[config.mk]
export PLATFORM = sky130hd
export DESIGN_NAME = wind_nmea_scheduler
export DESIGN_NICKNAME = d
export VERILOG_FILES = /design/src/rtl/wind_nmea_pkg.sv /design/src/rtl/bin2bcd8.sv /design/src/rtl/wind_nmea_scheduler.sv
export SDC_FILE = /design/constraint.sdc
export NUM_CORES = 1
export LEC_CHECK = 0
export CAP_MARGIN = 20
export CORE_ASPECT_RATIO = 0.7
export CORE_MARGIN = 8
export CORE_UTILIZATION = 53
export DETAILED_ROUTE_END_ITERATION = 10
export GPL_ROUTABILITY_DRIVEN = 0
export PLACE_DENSITY = 0.84
export SLEW_MARGIN = 15
export SYNTH_ARGS = -nofsm -noshare
export SYNTH_HDL_FRONTEND = slang
export SYNTH_SLANG_ARGS = --single-unit
[constraint.sdc]
create_clock -name clk -period 3.6 [get_ports clk]
set_clock_uncertainty 0.05 [all_clocks]
set_input_delay 0.36 -clock clk [delete_from_list [all_inputs] [get_ports clk]]
set_output_delay 0.36 -clock clk [all_outputs]
set_load 0.01 [all_outputs]
[src/rtl/wind_nmea_pkg.sv]
// wind_nmea_pkg: shared states, sentence constants and ASCII helpers for the MWV scheduler
package wind_nmea_pkg;
  localparam int SENTENCE_LEN = 25;
  localparam logic [2:0] IDLE = 3'd0;
  localparam logic [2:0] TRIGGER = 3'd1;
  localparam logic [2:0] WAIT_MEAS = 3'd2;
  localparam logic [2:0] CONVERT = 3'd3;
  localparam logic [2:0] SEND = 3'd4;
  localparam logic [2:0] DONE = 3'd5;
  localparam logic [2:0] WAIT_TICK = 3'd6;
  localparam logic [103:0] HEAD = "$WIMWV,000,R,";
  localparam logic [23:0] MID = ",N,";
  localparam logic [7:0] CH_A = "A";
  localparam logic [7:0] CH_V = "V";
  localparam logic [7:0] CH_STAR = "*";
  localparam logic [7:0] CH_ZERO = "0";
  localparam logic [7:0] CH_CR = 8'h0d;
  localparam logic [7:0] CH_LF = 8'h0a;
  function automatic logic [7:0] xor_fold(input logic [103:0] v);
    logic [7:0] r;
    r = '0;
    for (int i = 0; i < 13; i++) r ^= v[8*i +: 8];
    return r;
  endfunction
  localparam logic [7:0] CSUM_FIXED = xor_fold({HEAD[95:0], 8'h00}) ^ xor_fold({80'd0, MID});
  function automatic logic [7:0] hex_nibble_to_ascii(input logic [3:0] n);
    return n < 4'd10 ? 8'h30 + {4'h0, n} : 8'h37 + {4'h0, n};
  endfunction
endpackage

[src/rtl/bin2bcd8.sv]
// bin2bcd8: 8-step sequential double-dabble, 8-bit binary to three BCD digits
module bin2bcd8 (
  input  logic       clk,
  input  logic       reset,
  input  logic       start,
  input  logic [7:0] bin,
  output logic       done,
  output logic [3:0] hundreds,
  output logic [3:0] tens,
  output logic [3:0] ones
);
  logic [19:0] sr;
  logic [3:0] cnt;
  function automatic logic [19:0] dabble(input logic [19:0] s);
    logic [19:0] t;
    t = s;
    for (int i = 0; i < 3; i++) if (t[8+4*i +: 4] >= 4'd5) t[8+4*i +: 4] = t[8+4*i +: 4] + 4'd3;
    return {t[18:0], 1'b0};
  endfunction
  assign done = cnt == 4'd8;
  assign {hundreds, tens, ones} = sr[19:8];
  // the load performs the first shift so eight edges finish the conversion
  always_ff @(posedge clk) begin
    if (reset) begin
      sr <= '0;
      cnt <= '0;
    end else if (start) begin
      sr <= dabble({12'd0, bin});
      cnt <= 4'd1;
    end else if (cnt != 4'd0 && cnt != 4'd8) begin
      sr <= dabble(sr);
      cnt <= cnt + 4'd1;
    end
  end
endmodule

[src/rtl/wind_nmea_scheduler.sv]
// wind_nmea_scheduler: triggers wind measurements and streams MWV sentences to the UART
module wind_nmea_scheduler
  import wind_nmea_pkg::*;
#(
  parameter int CLK_FREQ_HZ = 50_000_000,
  parameter int PERIOD_MS = 1000,
  parameter int TIMEOUT_MS = 1500
) (
  input  logic       clk,
  input  logic       reset,
  input  logic       enable,
  input  logic       continuous,
  input  logic       start,
  output logic       meas_start,
  input  logic       meas_valid,
  input  logic [7:0] meas_data,
  output logic [7:0] tx_data,
  output logic       tx_valid,
  input  logic       tx_ready,
  output logic       busy,
  output logic [7:0] last_speed,
  output logic       timeout_err
);
  localparam int DIV = CLK_FREQ_HZ / 1000;
  localparam int CAP = PERIOD_MS > TIMEOUT_MS ? PERIOD_MS : TIMEOUT_MS;
  localparam int DW = $clog2(DIV + 1);
  localparam int MW = $clog2(CAP + 1);
  logic [2:0] state, state_nxt;
  logic [DW-1:0] div_cnt, div_b;
  logic [MW-1:0] ms_cnt, ms_b, ms_nxt;
  logic tick, timed_out, period_hit, fire, ok, bcd_done;
  logic [4:0] idx;
  logic [3:0] d2, d1, d0;
  logic [7:0] status, csum;
  logic [8*SENTENCE_LEN-1:0] sentence;
  assign meas_start = state == TRIGGER;
  assign tx_valid = state == SEND;
  assign busy = state != IDLE && state != WAIT_TICK;
  assign fire = state == WAIT_MEAS && (meas_valid || timed_out);
  bin2bcd8 u_bcd (
    .clk(clk), .reset(reset), .start(fire), .bin(meas_valid ? meas_data : 8'd0),
    .done(bcd_done), .hundreds(d2), .tens(d1), .ones(d0)
  );
  // ms counter restarts in TRIGGER with that cycle already counted, so trigger-to-trigger is exact
  always_comb begin
    div_b = state == TRIGGER ? '0 : div_cnt;
    ms_b = state == TRIGGER ? '0 : ms_cnt;
    tick = div_b == DW'(DIV - 1);
    ms_nxt = ms_b + MW'(tick && ms_b < MW'(CAP));
    timed_out = ms_nxt >= MW'(TIMEOUT_MS);
    period_hit = ms_nxt >= MW'(PERIOD_MS);
  end
  // sentence image; checksum folds the fixed bytes into a constant and adds digits and status
  always_comb begin
    status = ok ? CH_A : CH_V;
    csum = CSUM_FIXED ^ (CH_ZERO | {4'h0, d2}) ^ (CH_ZERO | {4'h0, d1}) ^ (CH_ZERO | {4'h0, d0}) ^ status;
    sentence = {HEAD, CH_ZERO | {4'h0, d2}, CH_ZERO | {4'h0, d1}, CH_ZERO | {4'h0, d0}, MID, status,
                CH_STAR, hex_nibble_to_ascii(csum[7:4]), hex_nibble_to_ascii(csum[3:0]), CH_CR, CH_LF};
    tx_data = tx_valid ? sentence[8*(SENTENCE_LEN-1-int'(idx)) +: 8] : 8'h00;
  end
  // next-state selection
  always_comb begin
    state_nxt = state;
    case (state)
      IDLE: state_nxt = start && enable ? TRIGGER : IDLE;
      TRIGGER: state_nxt = WAIT_MEAS;
      WAIT_MEAS: state_nxt = fire ? CONVERT : WAIT_MEAS;
      CONVERT: state_nxt = bcd_done ? SEND : CONVERT;
      SEND: state_nxt = tx_ready && idx == 5'(SENTENCE_LEN - 1) ? DONE : SEND;
      DONE: state_nxt = !(enable && continuous) ? IDLE : period_hit ? TRIGGER : WAIT_TICK;
      WAIT_TICK: state_nxt = !enable ? IDLE : period_hit ? TRIGGER : WAIT_TICK;
      default: state_nxt = IDLE;
    endcase
  end
  // state, counters, byte index and measurement capture
  always_ff @(posedge clk) begin
    if (reset) begin
      state <= IDLE;
      div_cnt <= '0;
      ms_cnt <= '0;
      idx <= '0;
      ok <= 1'b0;
      last_speed <= '0;
      timeout_err <= 1'b0;
    end else begin
      state <= state_nxt;
      div_cnt <= tick ? '0 : div_b + DW'(1);
      ms_cnt <= ms_nxt;
      idx <= state == SEND ? idx + 5'(tx_ready) : '0;
      if (state == IDLE && start && enable) timeout_err <= 1'b0;
      if (fire) begin
        ok <= meas_valid;
        last_speed <= meas_valid ? meas_data : 8'd0;
        if (!meas_valid) timeout_err <= 1'b1;
      end
    end
  end
endmodule

### After elaboration in Yosys (flattened, before gate mapping)

Cells that the tools add are included.

| operators by class | value |
|---|---|
| $add $sub $neg | 12 |
| $lt $le $gt $ge | 8 |
| equality and inequality tests | 11 |
| shifts and indexed selects | 1 |
| multiplexer cells | 25 |
| bitwise operators | 5 |
| reduce and logical (&&, ||, !) cells | 17 |

Operators by type and width:

| operator | number |
|---|---|
| 200-bit by 9-bit indexed part select with 8-bit output | 1 |
| 3-bit one-hot mux with 7 select lines | 1 |
| 9-bit two-way mux | 2 |
| 16-bit by 1-bit adder with 16-bit output, second input constant | 1 |
| 16-bit equality test, second input constant | 1 |
| 16-bit two-way mux | 1 |
| 8-bit two-way mux | 2 |
| 3-bit two-way mux | 5 |
| 6-bit by 3-bit adder with 7-bit output, first input constant | 2 |
| 6-bit by 4-bit adder with 7-bit output, first input constant | 2 |
| 7-bit two-way mux | 2 |
| 7-bit by 6-bit XOR with 7-bit output | 2 |
| 4-bit by 3-bit greater-or-equal comparator with 1-bit output, second input constant | 3 |
| 11-bit by 1-bit adder with 11-bit output | 1 |
| 11-bit by 10-bit greater-or-equal comparator with 1-bit output, second input constant | 1 |
| 11-bit greater-or-equal comparator, second input constant | 1 |
| 11-bit less-than comparator, second input constant | 1 |
| 11-bit two-way mux | 1 |
| 3-bit equality test, second input constant | 3 |
| 1-bit logical AND | 9 |
| 4-bit by 2-bit adder with 4-bit output, second input constant | 2 |
| 1-bit two-way mux | 8 |
| 4-bit two-way mux | 2 |
| 7-bit XOR | 1 |
| other kinds (21) | 24 |

| storage, ports and cells | value |
|---|---|
| register bits after elaboration | 68 |
| input bits | 15 |
| output and inout bits | 20 |
| logic and storage cells | 90 |

### Logic depth before layout (Yosys ltp)

| logic depth | value |
|---|---|
| word-level depth | 10 |
| gate-level depth with buffers | 20 |
| depth with buffers taken out | 15 |

### Cells and area by module

Synthesis repeated with hierarchy kept, for this count alone.

| second synthesis, totals | value |
|---|---|
| cell total of the unflattened synthesis | 589 |
| area, all modules | 4655.7 µm² |

Modules (own cells, without submodules):

| module | times used | cells each | area an instance (µm²) | seq. area each (µm²) |
|---|---|---|---|---|
| wind_nmea_scheduler | 1 | 430 | 3333.2 | 900.9 |
| bin2bcd8 | 1 | 159 | 1322.5 | 460.4 |

### Worst setup path before layout

OpenSTA, ideal clock, no wires.

| timing | value |
|---|---|
| path type | flip-flop to flip-flop |
| start | register state[2] |
| end | register last_speed[0] |
| library setup time | 0.117 ns |
| arrival time | 3.790 ns |
| required time | 3.433 ns |
| setup slack | -0.356 ns |
| cell stages (with the launch flop) | 21 |
| buffers on the path | 5 |
| period minus slack after synthesis | 3.956 ns |
| cell sequence | dfxtp_1 -> buf_2 -> or3b_1 -> buf_2 -> clkbuf_1 -> and2_1 -> ha_1 -> and3_1 -> nand4_1 -> nor3_1 -> and2_1 -> ha_1 -> ha_1 -> buf_4 -> nor2_1 -> a31oi_1 -> o22a_2 -> o311ai_4 -> a21oi_2 -> buf_6 -> a22o_1 |

| on the way | value |
|---|---|
| cells in the longest elaborated chain, start to end | 8 |
| elaborated cells between the ends (all ways) | 11 |
| those cells by class | 1 x add/sub; 2 x order compare; 3 x eq/ne; 2 x mux; 3 x reduce/logical |

Ends and longest elaborated chain:

| element | RTL line | text |
|---|---|---|
| start, declared | wind_nmea_scheduler.sv:28 | `logic [2:0] state, state_nxt;` |
| start signal, assigned | wind_nmea_scheduler.sv:86 | `state <= state_nxt;` |
| 3-bit by 1-bit equality test with 1-bit output | wind_nmea_scheduler.sv:46, wind_nmea_scheduler.sv:47 |  |
| 11-bit two-way mux / 16-bit two-way mux (equally long branches) | wind_nmea_scheduler.sv:47, wind_nmea_scheduler.sv:46 |  |
| 11-bit less-than comparator / 16-bit equality test (equally long branches) | wind_nmea_scheduler.sv:49, wind_nmea_scheduler.sv:48 |  |
| 1-bit logical AND | wind_nmea_scheduler.sv:49 | `ms_nxt = ms_b + MW'(tick && ms_b < MW'(CAP));` |
| 11-bit by 1-bit adder with 11-bit output | wind_nmea_scheduler.sv:49 |  |
| 11-bit greater-or-equal comparator | wind_nmea_scheduler.sv:50 | `timed_out = ms_nxt >= MW'(TIMEOUT_MS);` |
| 1-bit logical OR | wind_nmea_scheduler.sv:39 | `assign fire = state == WAIT_MEAS && (meas_valid \|\| timed_out);` |
| 1-bit logical AND (*) | wind_nmea_scheduler.sv:39 |  |
| end signal, assigned | wind_nmea_scheduler.sv:93 | `last_speed <= meas_valid ? meas_data : 8'd0;` |
| end, declared | wind_nmea_scheduler.sv:21 | `output logic [7:0] last_speed,` |

Every way passes the cells marked *; elsewhere a longest branch is shown, timed or not.
A chain may end at the register's enable or synchronous reset.

### Worst setup path in the final report

| timing | value |
|---|---|
| start | register state[0] |
| end | register state[2] |

| on the way | value |
|---|---|
| cells in the longest elaborated chain, start to end | 9 |
| elaborated cells between the ends (all ways) | 18 |
| those cells by class | 1 x add/sub; 2 x order compare; 7 x eq/ne; 6 x mux; 2 x reduce/logical |

Ends and longest elaborated chain:

| element | RTL line | text |
|---|---|---|
| 3-bit by 1-bit equality test with 1-bit output | wind_nmea_scheduler.sv:46, wind_nmea_scheduler.sv:47, wind_nmea_scheduler.sv:64 |  |
| 11-bit two-way mux / 16-bit two-way mux (equally long branches) | wind_nmea_scheduler.sv:47, wind_nmea_scheduler.sv:46 |  |
| 11-bit less-than comparator / 16-bit equality test (equally long branches) | wind_nmea_scheduler.sv:49, wind_nmea_scheduler.sv:48 |  |
| 1-bit logical AND | wind_nmea_scheduler.sv:49 |  |
| 11-bit by 1-bit adder with 11-bit output | wind_nmea_scheduler.sv:49 |  |
| 11-bit by 10-bit greater-or-equal comparator with 1-bit output | wind_nmea_scheduler.sv:51 | `period_hit = ms_nxt >= MW'(PERIOD_MS);` |
| 3-bit two-way mux | wind_nmea_scheduler.sv:70, wind_nmea_scheduler.sv:71 |  |
| 3-bit two-way mux (on tied branches) | wind_nmea_scheduler.sv:71, wind_nmea_scheduler.sv:70 |  |
| 3-bit one-hot mux with 7 select lines (*) | wind_nmea_scheduler.sv:64 | `case (state)` |

Marks and branches as above.

==> results.cfg <==
[pwr]
p_leak_uw = 0.00194
power.density_nw_per_um2 = 419
peakVddDrop_v = 0.000248

[synthesis]
ys_types = 79
synth-compound-area-share = 0.244
synth-edff-count = 0
synth_xor_area_frac = 0.101
yosysSeqAreaShare = 0.304
synthesis.area_um2 = 4480
synthFlopType = dfxtp_1
yosysWarnings = 0
syn-num-nets = 585
synth_fa_ha_area_frac = 0.0419
synth_mux_area_frac = 0.00447
post_synth.cell_area_avg_um2 = 8.07
postSynthRegisterBits = 68
synth-simple-area-share = 0.253
synth_top_family_by_area = simple AND/OR/NAND/NOR gates
synth-async-reset-ratio = 0
syn-instance-count = 555

[timing]
rsz0062_at_grt = false
fmax_mhz = 288
finalSetupViolations = 0
holdWs_ns = 0.432
relSlewSlack = 0.394
tightest_slew_ns = 0.906
post-route-period-util = 0.965
min_period_ns = 3.47
finalHoldViolCount = 0
final_max_slew_viol_count = 0

[critical_path]
cp_data_arrival_time_ns = 3.64
cp_max_fo = 9
path_delay_family = simple AND/OR/NAND/NOR gates
worstSetupStartpointType = register
cpMostUsedCell = ha_4
path_cells = or3b_4 -> and2_4 -> ha_4 -> and3_4 -> nand4_1 -> nor3_2 -> and2_4 -> ha_4 -> ha_4 -> or3b_1 -> o22ai_1 -> a32oi_1 -> or4_1 -> o211ai_2 -> a21oi_1
slowest_delay_ns = 0.47
crit_buf_inv = 0
cp_slowest_cell = or4_1
cp.required_ns = 3.76
criticalPathCategory = reg -> reg
cp-end-kind = register

[placement]
place_inst = 672
hpwl_mm = 8.34
dpl-instance-area_um2 = 4930
io_buffers = 33

[die]
io_pins = 35
rows = 28
chipWidth_um = 126
die_area_um2 = 11700
coreArea_um2 = 8340
fp.dieH_um = 92.9
start_util = 0.537

[route]
drc = 0
route.detailed.wl_per_inst_um = 17.2
vias = 4278
drt-initial-drc-count = 557
vias_per_cell = 6.19
first_pass_iters = 6
final_antenna_net_count = 0
finalWirelength_mm = 11.9

[global_routing]
antenna_found_initial = 0
grt_pass1_wl_mm = 19.9
grt_max_degree = 30
grt_remaining_overflow = 0
gr-usage-all-layers = 0.202
grt_pass1_vias = 4110

[final_layout]
finalNonFillerCells = 691
design_area_um2 = 5330
drive_gt1_frac = 0.135
num_antenna_cells = 0
final_nets = 612
fin_util = 0.639
fill_cells = 677
area_delta_synth_final_pct = 18.9

[clock_network]
clock_latency_ns = 0.33
cts.sinks = 68
clk_pin_slew_worst_paths_ns = 0.06
root_buffer = clkbuf_16
cts_max_level = 3
clockBufferDepth = 2
cts_buffers = 9
cts_tree = done

[flow_run]
drv_cap = 0

[run_status]
status = completed

[hold_path]
worstHoldPathType = reg -> reg
==> Yosys cell counts, types with 4 or more instances <==
cell | number | area [um^2]
dfxtp_1 | 68 | 1360
nor2_1 | 61 | 229
nand2_1 | 56 | 210
xnor2_1 | 27 | 236
o21ai_0 | 25 | 125
a21oi_1 | 22 | 110
nand3_1 | 22 | 110
xor2_1 | 18 | 158
clkbuf_1 | 17 | 63.8
ha_1 | 15 | 188
inv_1 | 15 | 56.3
nor3_1 | 13 | 65.1
o211ai_1 | 13 | 97.6
buf_2 | 12 | 60.1
and2_1 | 11 | 68.8
a31oi_1 | 10 | 62.6
nand2b_1 | 10 | 62.6
or3_1 | 10 | 62.6
a22o_1 | 9 | 78.8
o22ai_1 | 8 | 50.1
and3_1 | 7 | 43.8
nor2b_1 | 7 | 43.8
o2111a_1 | 6 | 67.6
a211oi_1 | 5 | 37.5
a21boi_2 | 5 | 56.3
nor3_2 | 4 | 40.0
==> sequential cells by signal, indices dropped and copies added (netlist names) <==
signal,count
idx,5
state,3
u_bcd.cnt,4
div_cnt,16
last_speed,8
ok,1
timeout_err,1
u_bcd.sr,19
ms_cnt,11
==> cells in the final DEF (no fill, tap or decap), types with 10 or more instances in the layout <==
cell type,n
nand3_1,22
o21ai_0,25
nor2_1,61
o211ai_1,13
buf_4,15
dfxtp_1,66
a21oi_1,22
xnor2_1,23
nand2_1,56
xor2_1,17
or3_1,10
clkdlybuf4s50_1,33
inv_1,15
nand2b_1,10
nor3_1,12
ha_1,12
a31oi_1,10
==> area by class of cell <==
cell class              count  area [um^2]  share of cell area
clock inverters             6         66.3              0.0125
clock buffers               9          225              0.0423
inverters                  18         67.6              0.0127
repair buffers             49          448              0.0841
flip-flops and latches     68         1360               0.256
multi-input cells         436         3020               0.568
well taps                 105          131              0.0247
==> stage by stage <==
| step | total power, uW | setup WS, ns | TNS (ns) |
|---|---|---|---|
| after global routing | 2340 | 0.00316 | 0 |
| after global placement | 1330 | 0.0780 | 0 |
| final | 2230 | 0.126 | 0 |
| after floorplan | 1240 | -0.0768 | -1.09 |
| after detailed placement | 1370 | -0.0993 | -1.33 |
| after CTS | 2220 | 0.0108 | 0 |
==> worst register-to-register path: stages (launching register included) <==
cell and delay, ns:
dfxtp_1 0.34, or3b_4 0.41, and2_4 0.17, ha_4 0.17, and3_4 0.19, nand4_1 0.09, nor3_2 0.06, and2_4 0.17
ha_4 0.17, ha_4 0.19, or3b_1 0.36, o22ai_1 0.14, a32oi_1 0.12, or4_1 0.47, o211ai_2 0.20, a21oi_1 0.09
==> worst paths after layout <==
path / start / endpoint / slack (ns) / cells past startpoint
hold reg to reg: last_speed[5] / last_speed[5] / 0.43 / 1
hold / removal: last_speed[5] / last_speed[5] / 0.43 / 1
setup / recovery: state[0] / state[2] / 0.13 / 15
setup reg to reg: state[0] / state[2] / 0.13 / 15
==> report_power, final <==
part / leakage [uW] / internal (uW) / switching (uW)
Clock: 0.000134 / 531 / 330
Sequential: 0.000551 / 803 / 59.4
Combinational: 0.00126 / 224 / 283
==> kinds of logic after synthesis <==
group / count (synthesis)
flops: 68
xor+xnor: 48
compound gates: 145
buf+inv: 52
simple gates: 224
fa+ha+maj: 15
other cells: 1
mux: 2
==> layer usage <==
metal | global-route usage | share of wire | vias up
met3 | 0.0562 | 0.073 | 16
met1 | 0.268 | 0.47 | 2038
li1 | - | - | 2050
met5 | 0 | 0 | -
met4 | 0.0618 | 0.012 | 0
met2 | 0.312 | 0.45 | 174
==> what timing repair did <==
item	4_1_cts	5_1_grt
gates cloned	0	1
pin swaps	0	2
resized for setup	2	11
buffers inserted	0	2
hold buffers	0	0
setup endpoints to repair	28	37
No activity file was read; power rests on OpenSTA's default activity.
